### config.mk
export PLATFORM = sky130hd
export DESIGN_NAME = fir_fifo_rd_ctrl_flat
export DESIGN_NICKNAME = d
export VERILOG_FILES = /design/src/rtl/fir_fifo_rd_ctrl_if.sv /design/src/rtl/fir_fifo_rd_ctrl.sv /design/src/flat_wrapper.sv
export SDC_FILE = /design/constraint.sdc
export NUM_CORES = 1
export LEC_CHECK = 0
export ABC_AREA = 1
export CORE_ASPECT_RATIO = 1.2
export CORE_MARGIN = 2
export CORE_UTILIZATION = 40
export DETAILED_ROUTE_END_ITERATION = 6
export PLACE_DENSITY = 0.65
export SLEW_MARGIN = 20
export SYNTH_ARGS = -nofsm -noshare
export SYNTH_HDL_FRONTEND = slang
export SYNTH_SLANG_ARGS = --single-unit
### constraint.sdc
create_clock -name clk_get -period 1.8 [get_ports clk_get]
set_input_delay 0.18 -clock clk_get [delete_from_list [all_inputs] [get_ports clk_get]]
set_output_delay 0.18 -clock clk_get [all_outputs]
set_load 0.02 [all_outputs]
### src/rtl/fir_fifo_rd_ctrl_if.sv
`default_nettype none
// ============================================================================
// Module   : fir_fifo_rd_ctrl_if
// Purpose  : Bundles the two buses of the FIR read sequencer:
//            - FIFO get-side pop port (req_get, nap, empty, data_get,
//              fifo_util)
//            - sample stream towards the FIR (out_data, out_valid, out_ready)
// Modports : master - the read sequencer (drives pop request and stream)
//            slave  - the FIFO + FIR environment
// Revision : 1.0 - initial release
// ============================================================================
interface fir_fifo_rd_ctrl_if #(
   parameter int DW = 32
) ();

   // FIFO get-side port
   logic          req_get;
   logic          nap;
   logic          empty;
   logic [DW-1:0] data_get;
   logic [1:0]    fifo_util;

   // Sample stream to the FIR
   logic [DW-1:0] out_data;
   logic          out_valid;
   logic          out_ready;

   modport master (
      output req_get,
      output nap,
      input  empty,
      input  data_get,
      input  fifo_util,
      output out_data,
      output out_valid,
      input  out_ready
   );

   modport slave (
      input  req_get,
      input  nap,
      output empty,
      output data_get,
      output fifo_util,
      input  out_data,
      input  out_valid,
      output out_ready
   );

endinterface
`default_nettype wire

### src/rtl/fir_fifo_rd_ctrl.sv
`default_nettype none
// ============================================================================
// Module   : fir_fifo_rd_ctrl
// Purpose  : Get-clock-domain read sequencer for the mixed-clock FIFO that
//            feeds the FIR. Pops the FIFO, discards the pipeline-priming
//            words after every start, buffers samples in a 3-entry skid
//            queue, hands them to the FIR over valid/ready, counts samples
//            per audio frame and turns fifo_util into a debounced DVFS level.
// Ports    : clk_get    - get-side clock, rising edge
//            reset      - asynchronous, active-low
//            en         - 1 = stream, 0 = stop and drain
//            bus        - FIFO pop port + FIR stream (master modport)
//            sample_cnt - samples delivered in the current frame
//            frame_done - 1-cycle pulse after the last sample of a frame
//            dvfs_level - requested get-side performance level (0..3)
//            underrun   - sticky starvation flag, cleared on restart
// Revision : 1.0 - initial release
// ============================================================================
module fir_fifo_rd_ctrl #(
   parameter int DW        = 32,
   parameter int DISCARD   = 2,
   parameter int FRAME_LEN = 44100,
   parameter int CNT_W     = 16,
   parameter int UTIL_HOLD = 64,
   parameter int HOLD_W    = 8
) (
   input  wire logic          clk_get,
   input  wire logic          reset,
   input  wire logic          en,
   fir_fifo_rd_ctrl_if.master bus,
   output logic [CNT_W-1:0]   sample_cnt,
   output logic               frame_done,
   output logic [1:0]         dvfs_level,
   output logic               underrun
);

   // -------------------------------------------------------------------------
   // Constants
   // -------------------------------------------------------------------------
   localparam int                c_DISC_W    = (DISCARD > 0) ? $clog2(DISCARD + 1) : 1;
   localparam logic [c_DISC_W-1:0] c_DISC_INIT = c_DISC_W'(DISCARD);
   localparam logic [CNT_W-1:0]  c_CNT_LAST  = CNT_W'(FRAME_LEN - 1);
   localparam logic [HOLD_W-1:0] c_HOLD_LAST = HOLD_W'(UTIL_HOLD - 1);
   localparam logic [1:0]        c_Q_DEPTH   = 2'd3;

   // -------------------------------------------------------------------------
   // State machine
   // -------------------------------------------------------------------------
   typedef enum logic [1:0] {
      S_IDLE  = 2'd0,
      S_PRIME = 2'd1,
      S_RUN   = 2'd2,
      S_DRAIN = 2'd3
   } state_t;

   state_t r_state;
   state_t w_state_nxt;

   // -------------------------------------------------------------------------
   // Datapath registers
   // -------------------------------------------------------------------------
   logic [c_DISC_W-1:0] r_disc;          // priming words still to be popped
   logic                r_inflight;      // a pop happened last edge
   logic                r_inflight_drop; // ... and that word is a priming word
   logic [DW-1:0]       r_mem [0:2];     // skid queue storage
   logic [1:0]          r_head;
   logic [1:0]          r_tail;
   logic [1:0]          r_count;
   logic [HOLD_W-1:0]   r_hold;
   logic [1:0]          r_util_prev;

   logic                w_req_get;
   logic                w_nap;
   logic                w_pop;
   logic                w_wr;
   logic                w_rd;
   logic                w_start;
   logic [2:0]          w_occupancy;
   logic                w_util_chg;
   logic                w_up;
   logic                w_dn;
   logic [HOLD_W-1:0]   w_hold_eff;

   // Ring pointer advance over the three queue slots
   function automatic logic [1:0] ptr_inc(input logic [1:0] p);
      return (p == 2'd2) ? 2'd0 : p + 2'd1;
   endfunction

   // Queued samples plus the one still travelling out of the FIFO; this is
   // what bounds the pop rate so the skid queue can never overflow.
   assign w_occupancy = {1'b0, r_count} + {2'b00, r_inflight};

   assign w_start = (r_state == S_IDLE) && en;
   assign w_pop   = w_req_get;
   // A word arrives the cycle after its pop; priming words are simply not
   // stored, independent of the state at arrival (en may drop mid-PRIME).
   assign w_wr    = r_inflight && !r_inflight_drop;
   assign w_rd    = (r_count != 2'd0) && bus.out_ready;

   // -------------------------------------------------------------------------
   // FSM: state register
   // -------------------------------------------------------------------------
   always_ff @(posedge clk_get or negedge reset) begin
      if (!reset) begin
         r_state <= S_IDLE;
      end else begin
         r_state <= w_state_nxt;
      end
   end

   // -------------------------------------------------------------------------
   // FSM: next state and pop-side outputs
   // -------------------------------------------------------------------------
   always_comb begin
      w_state_nxt = r_state;
      w_req_get   = 1'b0;
      w_nap       = 1'b0;
      case (r_state)
         S_IDLE: begin
            w_nap = 1'b1;
            if (en) begin
               w_state_nxt = S_PRIME;
            end
         end
         S_PRIME: begin
            // Priming pops need no queue space, only a remaining discard.
            w_req_get = en && !bus.empty && (r_disc != '0);
            if (!en) begin
               w_state_nxt = S_DRAIN;
            end else if (r_disc == '0) begin
               // No pop can be issued now, so the last priming word (if any)
               // is dropped on this very edge and nothing is left in flight.
               w_state_nxt = S_RUN;
            end
         end
         S_RUN: begin
            w_req_get = en && !bus.empty && (w_occupancy < {1'b0, c_Q_DEPTH});
            if (!en) begin
               w_state_nxt = S_DRAIN;
            end
         end
         S_DRAIN: begin
            if (!r_inflight && (r_count == 2'd0)) begin
               w_state_nxt = S_IDLE;
            end
         end
         default: begin
            w_state_nxt = S_IDLE;
         end
      endcase
   end

   assign bus.req_get = w_req_get;
   assign bus.nap     = w_nap;

   // -------------------------------------------------------------------------
   // Pop tracking and discard counter
   // -------------------------------------------------------------------------
   always_ff @(posedge clk_get or negedge reset) begin
      if (!reset) begin
         r_inflight      <= 1'b0;
         r_inflight_drop <= 1'b0;
         r_disc          <= c_DISC_INIT;
      end else begin
         r_inflight      <= w_pop;
         r_inflight_drop <= w_pop && (r_state == S_PRIME);
         if (w_start) begin
            r_disc <= c_DISC_INIT;
         end else if (w_pop && (r_state == S_PRIME)) begin
            r_disc <= r_disc - 1'b1;
         end
      end
   end

   // -------------------------------------------------------------------------
   // 3-entry skid queue
   // -------------------------------------------------------------------------
   always_ff @(posedge clk_get or negedge reset) begin
      if (!reset) begin
         r_mem[0] <= '0;
         r_mem[1] <= '0;
         r_mem[2] <= '0;
         r_head   <= 2'd0;
         r_tail   <= 2'd0;
         r_count  <= 2'd0;
      end else begin
         if (w_wr) begin
            r_mem[r_tail] <= bus.data_get;
            r_tail        <= ptr_inc(r_tail);
         end
         if (w_rd) begin
            r_head <= ptr_inc(r_head);
         end
         case ({w_wr, w_rd})
            2'b10:   r_count <= r_count + 2'd1;
            2'b01:   r_count <= r_count - 2'd1;
            default: r_count <= r_count;
         endcase
      end
   end

   assign bus.out_valid = (r_count != 2'd0);
   assign bus.out_data  = r_mem[r_head];

   // -------------------------------------------------------------------------
   // Frame counter; retained across stop/start, cleared only by reset
   // -------------------------------------------------------------------------
   always_ff @(posedge clk_get or negedge reset) begin
      if (!reset) begin
         sample_cnt <= '0;
         frame_done <= 1'b0;
      end else begin
         frame_done <= 1'b0;
         if (w_rd) begin
            if (sample_cnt == c_CNT_LAST) begin
               sample_cnt <= '0;
               frame_done <= 1'b1;
            end else begin
               sample_cnt <= sample_cnt + 1'b1;
            end
         end
      end
   end

   // -------------------------------------------------------------------------
   // Starvation flag
   // -------------------------------------------------------------------------
   always_ff @(posedge clk_get or negedge reset) begin
      if (!reset) begin
         underrun <= 1'b0;
      end else if (w_start) begin
         underrun <= 1'b0;
      end else if ((r_state == S_RUN) && bus.out_ready && (r_count == 2'd0) &&
                   !r_inflight && bus.empty) begin
         underrun <= 1'b1;
      end
   end

   // -------------------------------------------------------------------------
   // DVFS filter
   // The first cycle of a new fifo_util value counts as cycle one of its run,
   // so a step happens at the end of exactly UTIL_HOLD consecutive cycles.
   // -------------------------------------------------------------------------
   assign w_util_chg = (bus.fifo_util != r_util_prev);
   assign w_up       = (bus.fifo_util == 2'd3) && (dvfs_level != 2'd3);
   assign w_dn       = (bus.fifo_util == 2'd0) && (dvfs_level != 2'd0);
   assign w_hold_eff = w_util_chg ? '0 : r_hold;

   always_ff @(posedge clk_get or negedge reset) begin
      if (!reset) begin
         r_hold      <= '0;
         r_util_prev <= 2'd0;
         dvfs_level  <= 2'd0;
      end else begin
         r_util_prev <= bus.fifo_util;
         if (!(w_up || w_dn)) begin
            r_hold <= '0;
         end else if (w_hold_eff == c_HOLD_LAST) begin
            r_hold <= '0;
            if (w_up) begin
               dvfs_level <= dvfs_level + 2'd1;
            end else begin
               dvfs_level <= dvfs_level - 2'd1;
            end
         end else begin
            r_hold <= w_hold_eff + 1'b1;
         end
      end
   end

endmodule
`default_nettype wire
### src/flat_wrapper.sv
// flat-port wrapper written by rule: the top's interface ports become plain ports
module fir_fifo_rd_ctrl_flat 
#(
   parameter int DW        = 32,
   parameter int DISCARD   = 2,
   parameter int FRAME_LEN = 44100,
   parameter int CNT_W     = 16,
   parameter int UTIL_HOLD = 64,
   parameter int HOLD_W    = 8
)
  (clk_get, reset, en, sample_cnt, frame_done, dvfs_level, underrun, bus_req_get, bus_nap, bus_empty, bus_data_get, bus_fifo_util, bus_out_data, bus_out_valid, bus_out_ready);
  fir_fifo_rd_ctrl_if #(.DW(DW)) bus_i ();
  input  wire logic clk_get;
  input  wire logic reset;
  input  wire logic en;
  output logic [CNT_W-1:0] sample_cnt;
  output logic frame_done;
  output logic [1:0] dvfs_level;
  output logic underrun;
  output wire logic [$bits(bus_i.req_get)-1:0] bus_req_get;
  output wire logic [$bits(bus_i.nap)-1:0] bus_nap;
  input wire logic [$bits(bus_i.empty)-1:0] bus_empty;
  input wire logic [$bits(bus_i.data_get)-1:0] bus_data_get;
  input wire logic [$bits(bus_i.fifo_util)-1:0] bus_fifo_util;
  output wire logic [$bits(bus_i.out_data)-1:0] bus_out_data;
  output wire logic [$bits(bus_i.out_valid)-1:0] bus_out_valid;
  input wire logic [$bits(bus_i.out_ready)-1:0] bus_out_ready;
  assign bus_req_get = bus_i.req_get;
  assign bus_nap = bus_i.nap;
  assign bus_i.empty = bus_empty;
  assign bus_i.data_get = bus_data_get;
  assign bus_i.fifo_util = bus_fifo_util;
  assign bus_out_data = bus_i.out_data;
  assign bus_out_valid = bus_i.out_valid;
  assign bus_i.out_ready = bus_out_ready;
  fir_fifo_rd_ctrl #(.DW(DW), .DISCARD(DISCARD), .FRAME_LEN(FRAME_LEN), .CNT_W(CNT_W), .UTIL_HOLD(UTIL_HOLD), .HOLD_W(HOLD_W)) u_core (.clk_get(clk_get), .reset(reset), .en(en), .bus(bus_i), .sample_cnt(sample_cnt), .frame_done(frame_done), .dvfs_level(dvfs_level), .underrun(underrun));
endmodule
==> metrics <==
Total Nets Final=978; asr flop ratio synth=1.00; clock latency on the worst-skew pair=0.42 ns; Final Power=0.0172 W; critical path arrival=1.64 ns; met2 WL=8460 microns; Top FF cell, synth=dfrtp_1; Remaining DRCs=0; met3 routed WL=577 microns; die span in x=120 microns; Power Dens Cells=1850 mW/mm^2; Sink Count=138; Post-synth EDFFs=0; die area=0.0173 sq mm; LEAKAGE=4.68 nW; CTS Buf Count=17; Reg area=0.00346 sq mm; Worst setup EP type=primary output; Syn-to-layout area delta=43.1%; Avg Vias per Cell=4.92; Syn. warnings=0; Slew headroom=0.667; Post-Syn Instances=791; routed via count=5667; HPWL Detailed=10400 microns; clock transition at the registers of the reported paths=0.06 ns; GP Congestion=0.821; TritonCTS clock tree=done; Fillers=1473; final hold vios=0; Post-Route M1 WL=7210 microns; IR Drop Worst-Case VDD=0.00119 V; clock skew=0.00567 ns; Placeable Area=0.0161 sq mm; port bufs=93; I/O Pins=94; number of global-route vias before repair=5492; Hold WC Path Type=input port to asynchronous set/reset pin; drt pass-1 iters=5; die height=144 microns; Setup TNS=-0.0259 ns; Max Slew Vio Count=0; Final Cycle Share=1.01; Worst Path Required=1.62 ns; violated checks=setup timing; Seq/Total Area, Yosys=0.532; max capacitance violation total=0; unrepaired setup endpoints after global routing=yes; Synth Register Bits=138; Syn Nets=840; utilization after layout=0.577; synthesized area per cell=8.20 sq um; DRT Wirelength=16400 microns; gr ovfl total=0; antenna violations before repair=0; Clock Tree Root=clkbuf_16; status=finished, violations left; CTS H-tree lvls=4; Starting Density=0.404; worst slew pin tran=0.499 ns; Peak Freq=0.551 GHz; initial drt markers=310; multi-input combinational cell area=0.00293 sq mm; synthesized cell area=0.00649 sq mm; clk buf depth=2; largest net degree at the start of global routing=53; PnR worst setup slack=-0.0152 ns; Finish-stage setup viols=4; Wirelength per Cell=14.2 microns; row cnt=51; first-pass GRT wire length=25800 microns; kind of critical path=register to primary output; DRT antenna net count=0; post-layout min period=1.82 ns; crit path max fanout=2; post-synth cell types=33; Startpoint Class=register; dpl ws=-0.155 ns; GRT Resource Usage Total=0.188; ANT cells=0; share of cells above drive strength 1=0.242; max layer used=met4
cells by family (layout without fill, tap and decap cells):
family / count (synthesis) / in the layout / share of synthesized area
adder cells (fa/ha/maj): 10 / 10 / 0.0193
AO/OA/AOI/OAI: 126 / 126 / 0.0977
AND/OR/NAND/NOR: 379 / 379 / 0.261
flip-flops: 138 / 138 / 0.532
XOR/XNOR: 11 / 11 / 0.0148
buffers and inverters: 127 / 277 / 0.0752
where the power goes:
part | internal, W | leakage (nW) | total (W) | switching (W)
logic | 0.00377 | 2.76 | 0.00812 | 0.00436
registers | 0.00445 | 1.62 | 0.00536 | 0.000908
clock network | 0.00242 | 0.300 | 0.00372 | 0.00130
final timing paths:
check	from	endpoint	slack [ns]	depth (start not counted)
max reg2reg	u_core.r_util_prev[1]	u_core.r_hold[6]	0.15	10
max in group asynchronous	reset	u_core.r_mem[60]	0.95	3
min	reset	u_core.sample_cnt[3]	0.27	2
min in group clk_get	bus_data_get[5]	u_core.r_mem[69]	0.36	3
min reg2reg	u_core.r_mem[49]	u_core.r_mem[49]	0.48	2
max	u_core.r_count[0]	bus_req_get	-0.02	8
metal layers:
layer / vias to the layer above / track usage
li1: 2821 / -
met1: 2722 / 0.234
met2: 110 / 0.328
met3: 14 / 0.0417
met4: 0 / 0.0606
met5: - / 0
flip-flops by register name, summed over array words and instances (netlist names):
register                cells
u_core.r_inflight_drop      1
u_core.r_inflight           1
u_core.r_disc               2
u_core.sample_cnt          16
u_core.r_state              2
u_core.frame_done           1
u_core.r_util_prev          2
u_core.underrun             1
u_core.r_head               2
u_core.r_tail               2
u_core.r_mem               96
u_core.r_count              2
u_core.r_hold               8
u_core.dvfs_level           2
cells in the final DEF, fill, tap and decap left out, types with 5 or more instances in the layout:
master and n:
nand2_1 189, dfrtp_1 136, o21ai_0 109, inv_1 86, clkdlybuf4s50_1 57, nand3_1 51, buf_6 40, buf_4 38
nand3_2 35, nand2_2 29, nor2_1 27, clkbuf_16 21, nand2_4 11, a21oi_1 11, nor3_1 9, buf_12 9
xor2_1 8, nand4_1 7, ha_1 7, nor2_4 5
critical path, cell delays in order (launching register included):
cell and delay (ns):
dfrtp_1 0.38, ha_2 0.20, ha_4 0.25, nand2_1 0.04, nand3_1 0.06, o21ai_1 0.06, nand2_1 0.08, inv_2 0.04
buf_6 0.12
final cells by class:
class,instances,area share
flip-flops and latches,138,0.372
multi-input cells,526,0.316
repair buffers,153,0.177
clock buffers,20,0.0503
inverters,93,0.0381
well taps,212,0.0286
clock inverters,11,0.0182
synthesized netlist by cell type, types with 2 or more instances:
| cell type | n | area, sq um |
|---|---|---|
| a21oi_1 | 11 | 55.1 |
| buf_1 | 3 | 11.3 |
| buf_2 | 8 | 40.0 |
| clkbuf_1 | 23 | 86.3 |
| clkinv_1 | 2 | 7.51 |
| dfrtp_1 | 137 | 3430 |
| ha_1 | 10 | 125 |
| inv_1 | 87 | 327 |
| inv_2 | 3 | 11.3 |
| nand2_1 | 226 | 848 |
| nand2_2 | 3 | 18.8 |
| nand3_1 | 85 | 425 |
| nand3_2 | 4 | 40.0 |
| nand4_1 | 7 | 43.8 |
| nor2_1 | 30 | 113 |
| nor2_2 | 2 | 12.5 |
| nor2_4 | 3 | 33.8 |
| nor3_1 | 9 | 45.0 |
| nor3_2 | 3 | 30.0 |
| nor4_1 | 2 | 12.5 |
| o21ai_0 | 111 | 556 |
| o21ai_1 | 2 | 10.0 |
| xnor2_1 | 3 | 26.3 |
| xor2_1 | 8 | 70.1 |
through the flow:
stage | hold slack [ns] | std cells | cell area, sq um
floorplan | -0.116 | 791 | 6490
finish | 0.274 | 1153 | 9290
global route | 0.297 | 1153 | 9290
CTS | 0.274 | 1141 | 8530
global placement | 0.142 | 1108 | 7990
detailed placement | 0.141 | 1108 | 7990
what timing repair did:
item                       4_1_cts  5_1_grt
pin swaps                        2       25
gates cloned                     0        7
hold buffers                     1        0
setup endpoints to repair       35       42
gates resized for setup        154      155
hold endpoints to repair        39        0
setup buffers                    1        5
No activity file was read; power rests on OpenSTA's default activity.
==> RTL edit: new RTL, same settings <==
`CNT_W` is set to 16 in 2 places; all go to 24.
--- a/src/rtl/fir_fifo_rd_ctrl.sv
+++ b/src/rtl/fir_fifo_rd_ctrl.sv
@@ -21,5 +21,5 @@
    parameter int DISCARD   = 2,
    parameter int FRAME_LEN = 44100,
-   parameter int CNT_W     = 16,
+   parameter int CNT_W     = 24,
    parameter int UTIL_HOLD = 64,
    parameter int HOLD_W    = 8
--- a/src/flat_wrapper.sv
+++ b/src/flat_wrapper.sv
@@ -5,5 +5,5 @@
    parameter int DISCARD   = 2,
    parameter int FRAME_LEN = 44100,
-   parameter int CNT_W     = 16,
+   parameter int CNT_W     = 24,
    parameter int UTIL_HOLD = 64,
    parameter int HOLD_W    = 8
Interface: changed (resized sample_cnt); port bits go from 94 to 102. No check against the original RTL was run, so the function may have changed too.
==> RTL edit against the original RTL <==
Final cell count increased by 8.7%. First-iteration DRC count is 23% higher. Synthesized area rose by 8.1%. The run still ends with negative setup slack left. Worst setup slack improved by 1.4 ps. Total power fell by 0.78%. Non-clock buffer count increased by 11. Wire length increased by 4.5%. Cell area rose by 6.2%. Sequential cell count grew 8.
==> RTL edit: results (changes against the original RTL) <==
Detailed routing
  • Routed WL: 17.2 mm (+4.5%)
  • Met2 Wirelength: 8.26 mm (-2.5%)
  • Routed met1 length: 7.76 mm (+7.7%)
  • Total length of routed met3 wires: 758 um (+31%)

Placement
  • IO buf count: 101 (+8.6%)
  • Final estimated routing congestion in global placement: 0.849 (+3.4%)
  • Placed instance area: 8590 um^2 (+7.5%)
  • Half-perimeter wire length after detailed placement: 11.1 mm (+7.0%)

Critical path
  • Critical path fanouts, max: 6 (+4)
  • Worst stage delay on the critical path: 400 ps (+20 ps)

Final layout
  • Multi-input gate area in the final layout: 3210 um^2 (+9.3%)
  • Biggest registers after layout: u_core.r_mem: 96 flops, u_core.sample_cnt: 24 flops, u_core.r_hold: 8 flops
  • Final Net Count: 1069 (+9.3%)
  • Fill cell instance count of the final layout: 1608 (+9.2%)

Global routing
  • Pin count of the biggest net entering global routing: 50 (-5.7%)
  • Combined global-route utilization of all metal layers: 18.4% (-0.49 points)
  • Met1 capacity usage during global routing: 24.5% (+1.1 points)
  • Grt met2 use: 30.7% (-2.1 points)
  • Global Route met3 Usage: 3.16% (-1.0 points)

Clocking
  • Post-cts sizing count: 178 (+16%)
  • Post CTS Setup Buffer Count: 3 (+2)

Yosys
  • Top-count cell post-synth: sky130_fd_sc_hd__nand2_1
  • Synth async-reset ratio: 100% (unchanged)
  • Number of different library cells in the post-synthesis netlist: 35 (+6.1%)
  • Fraction of synthesized cell area in xor and xnor cells: 1.87% (+0.39 points)
  • Fraction of the mapped netlist area in compound gates: 9.21% (-0.57 points)
  • Number of nets in the synthesized netlist: 921 (+9.6%)
  • Part of the Yosys area used for sequential elements: 52.1% (-1.1 points)
  • Synthesized-area fraction occupied by adder cells: 1.78% (-0.14 points)

Timing
  • Min setup slack post-route: -13.7 ps (+1.43 ps)
  • Final setup violation count: 3 (-1)
  • Remaining max-slew budget at the tightest pin: 67.0% (+0.28 points)
  • Setup_tns: -25.7 ps (+0.226 ps)
  • Final worst clock skew: 6.83 ps (+1.16 ps)

Power
  • Peak supply drop: 1.17 mV (-1.7%)
  • Static Leakage: 4.94 nW (+5.5%)

Status
  • Run status: finished, violations left
  • Violated checks: negative setup slack
==> RTL edit: stage by stage <==
step | util [%] | hold slack [ps] | worst slack (ps) | std cells
global placement | 49.4 | 174 | -154 | 1206
CTS | 53.1 | 299 | -130 | 1243
finish | 56.7 | 283 | -13.7 | 1253
detailed placement | 49.4 | 172 | -233 | 1206
floorplan | - | -116 | 35.7 | 872
global route | 56.7 | 336 | -81.9 | 1253
==> RTL edit: critical path, delay by kind of cell, from the launching register on <==
family	cells	cell delay, ps
simple gates	3	220
flops	1	400
buf+inv	5	580
==> RTL edit: where the power goes <==
part           switching, W  internal, W
registers          0.000935      0.00461
logic               0.00426      0.00375
clock network       0.00154      0.00197
total               0.00673       0.0103
==> RTL edit: layout make-up <==
class                           instances  area share (%)
Clock inverter                         15            1.62
Multi-Input combinational cell        590            32.5
Clock buffer                           17            4.31
Timing Repair Buffer                  164            17.8
Inverter                              101            3.87
Tap cell                              220            2.79
Sequential cell                       146            37.1
==> RTL edit: path summary, 6_finish.rpt <==
kind,slack [ps],depth (start not counted),to,from
worst max-delay path,-10,8,bus_out_data[4],u_core.r_head[1]$_DFFE_PN0N_
worst max register to register,160,11,u_core.r_disc[0]$_DFFE_PN0P_,u_core.r_inflight$_DFF_PN0_
max in group asynchronous,920,3,u_core.r_mem[55]$_DFFE_PN0P_,reset
worst min-delay path,280,2,u_core.r_util_prev[1]$_DFF_PN0_,reset
worst min register to register,490,2,u_core.r_mem[58]$_DFFE_PN0P_,u_core.r_mem[58]$_DFFE_PN0P_
min in group clk_get,340,3,u_core.r_mem[17]$_DFFE_PN0P_,bus_data_get[17]
==> RTL edit: cell families (layout without fill, tap and decap cells) <==
logic type,Yosys count,after routing
simple gates,438,438
flops,146,146
buf+inv,136,297
compound gates,127,127
xor+xnor,15,15
fa+ha+maj,10,10
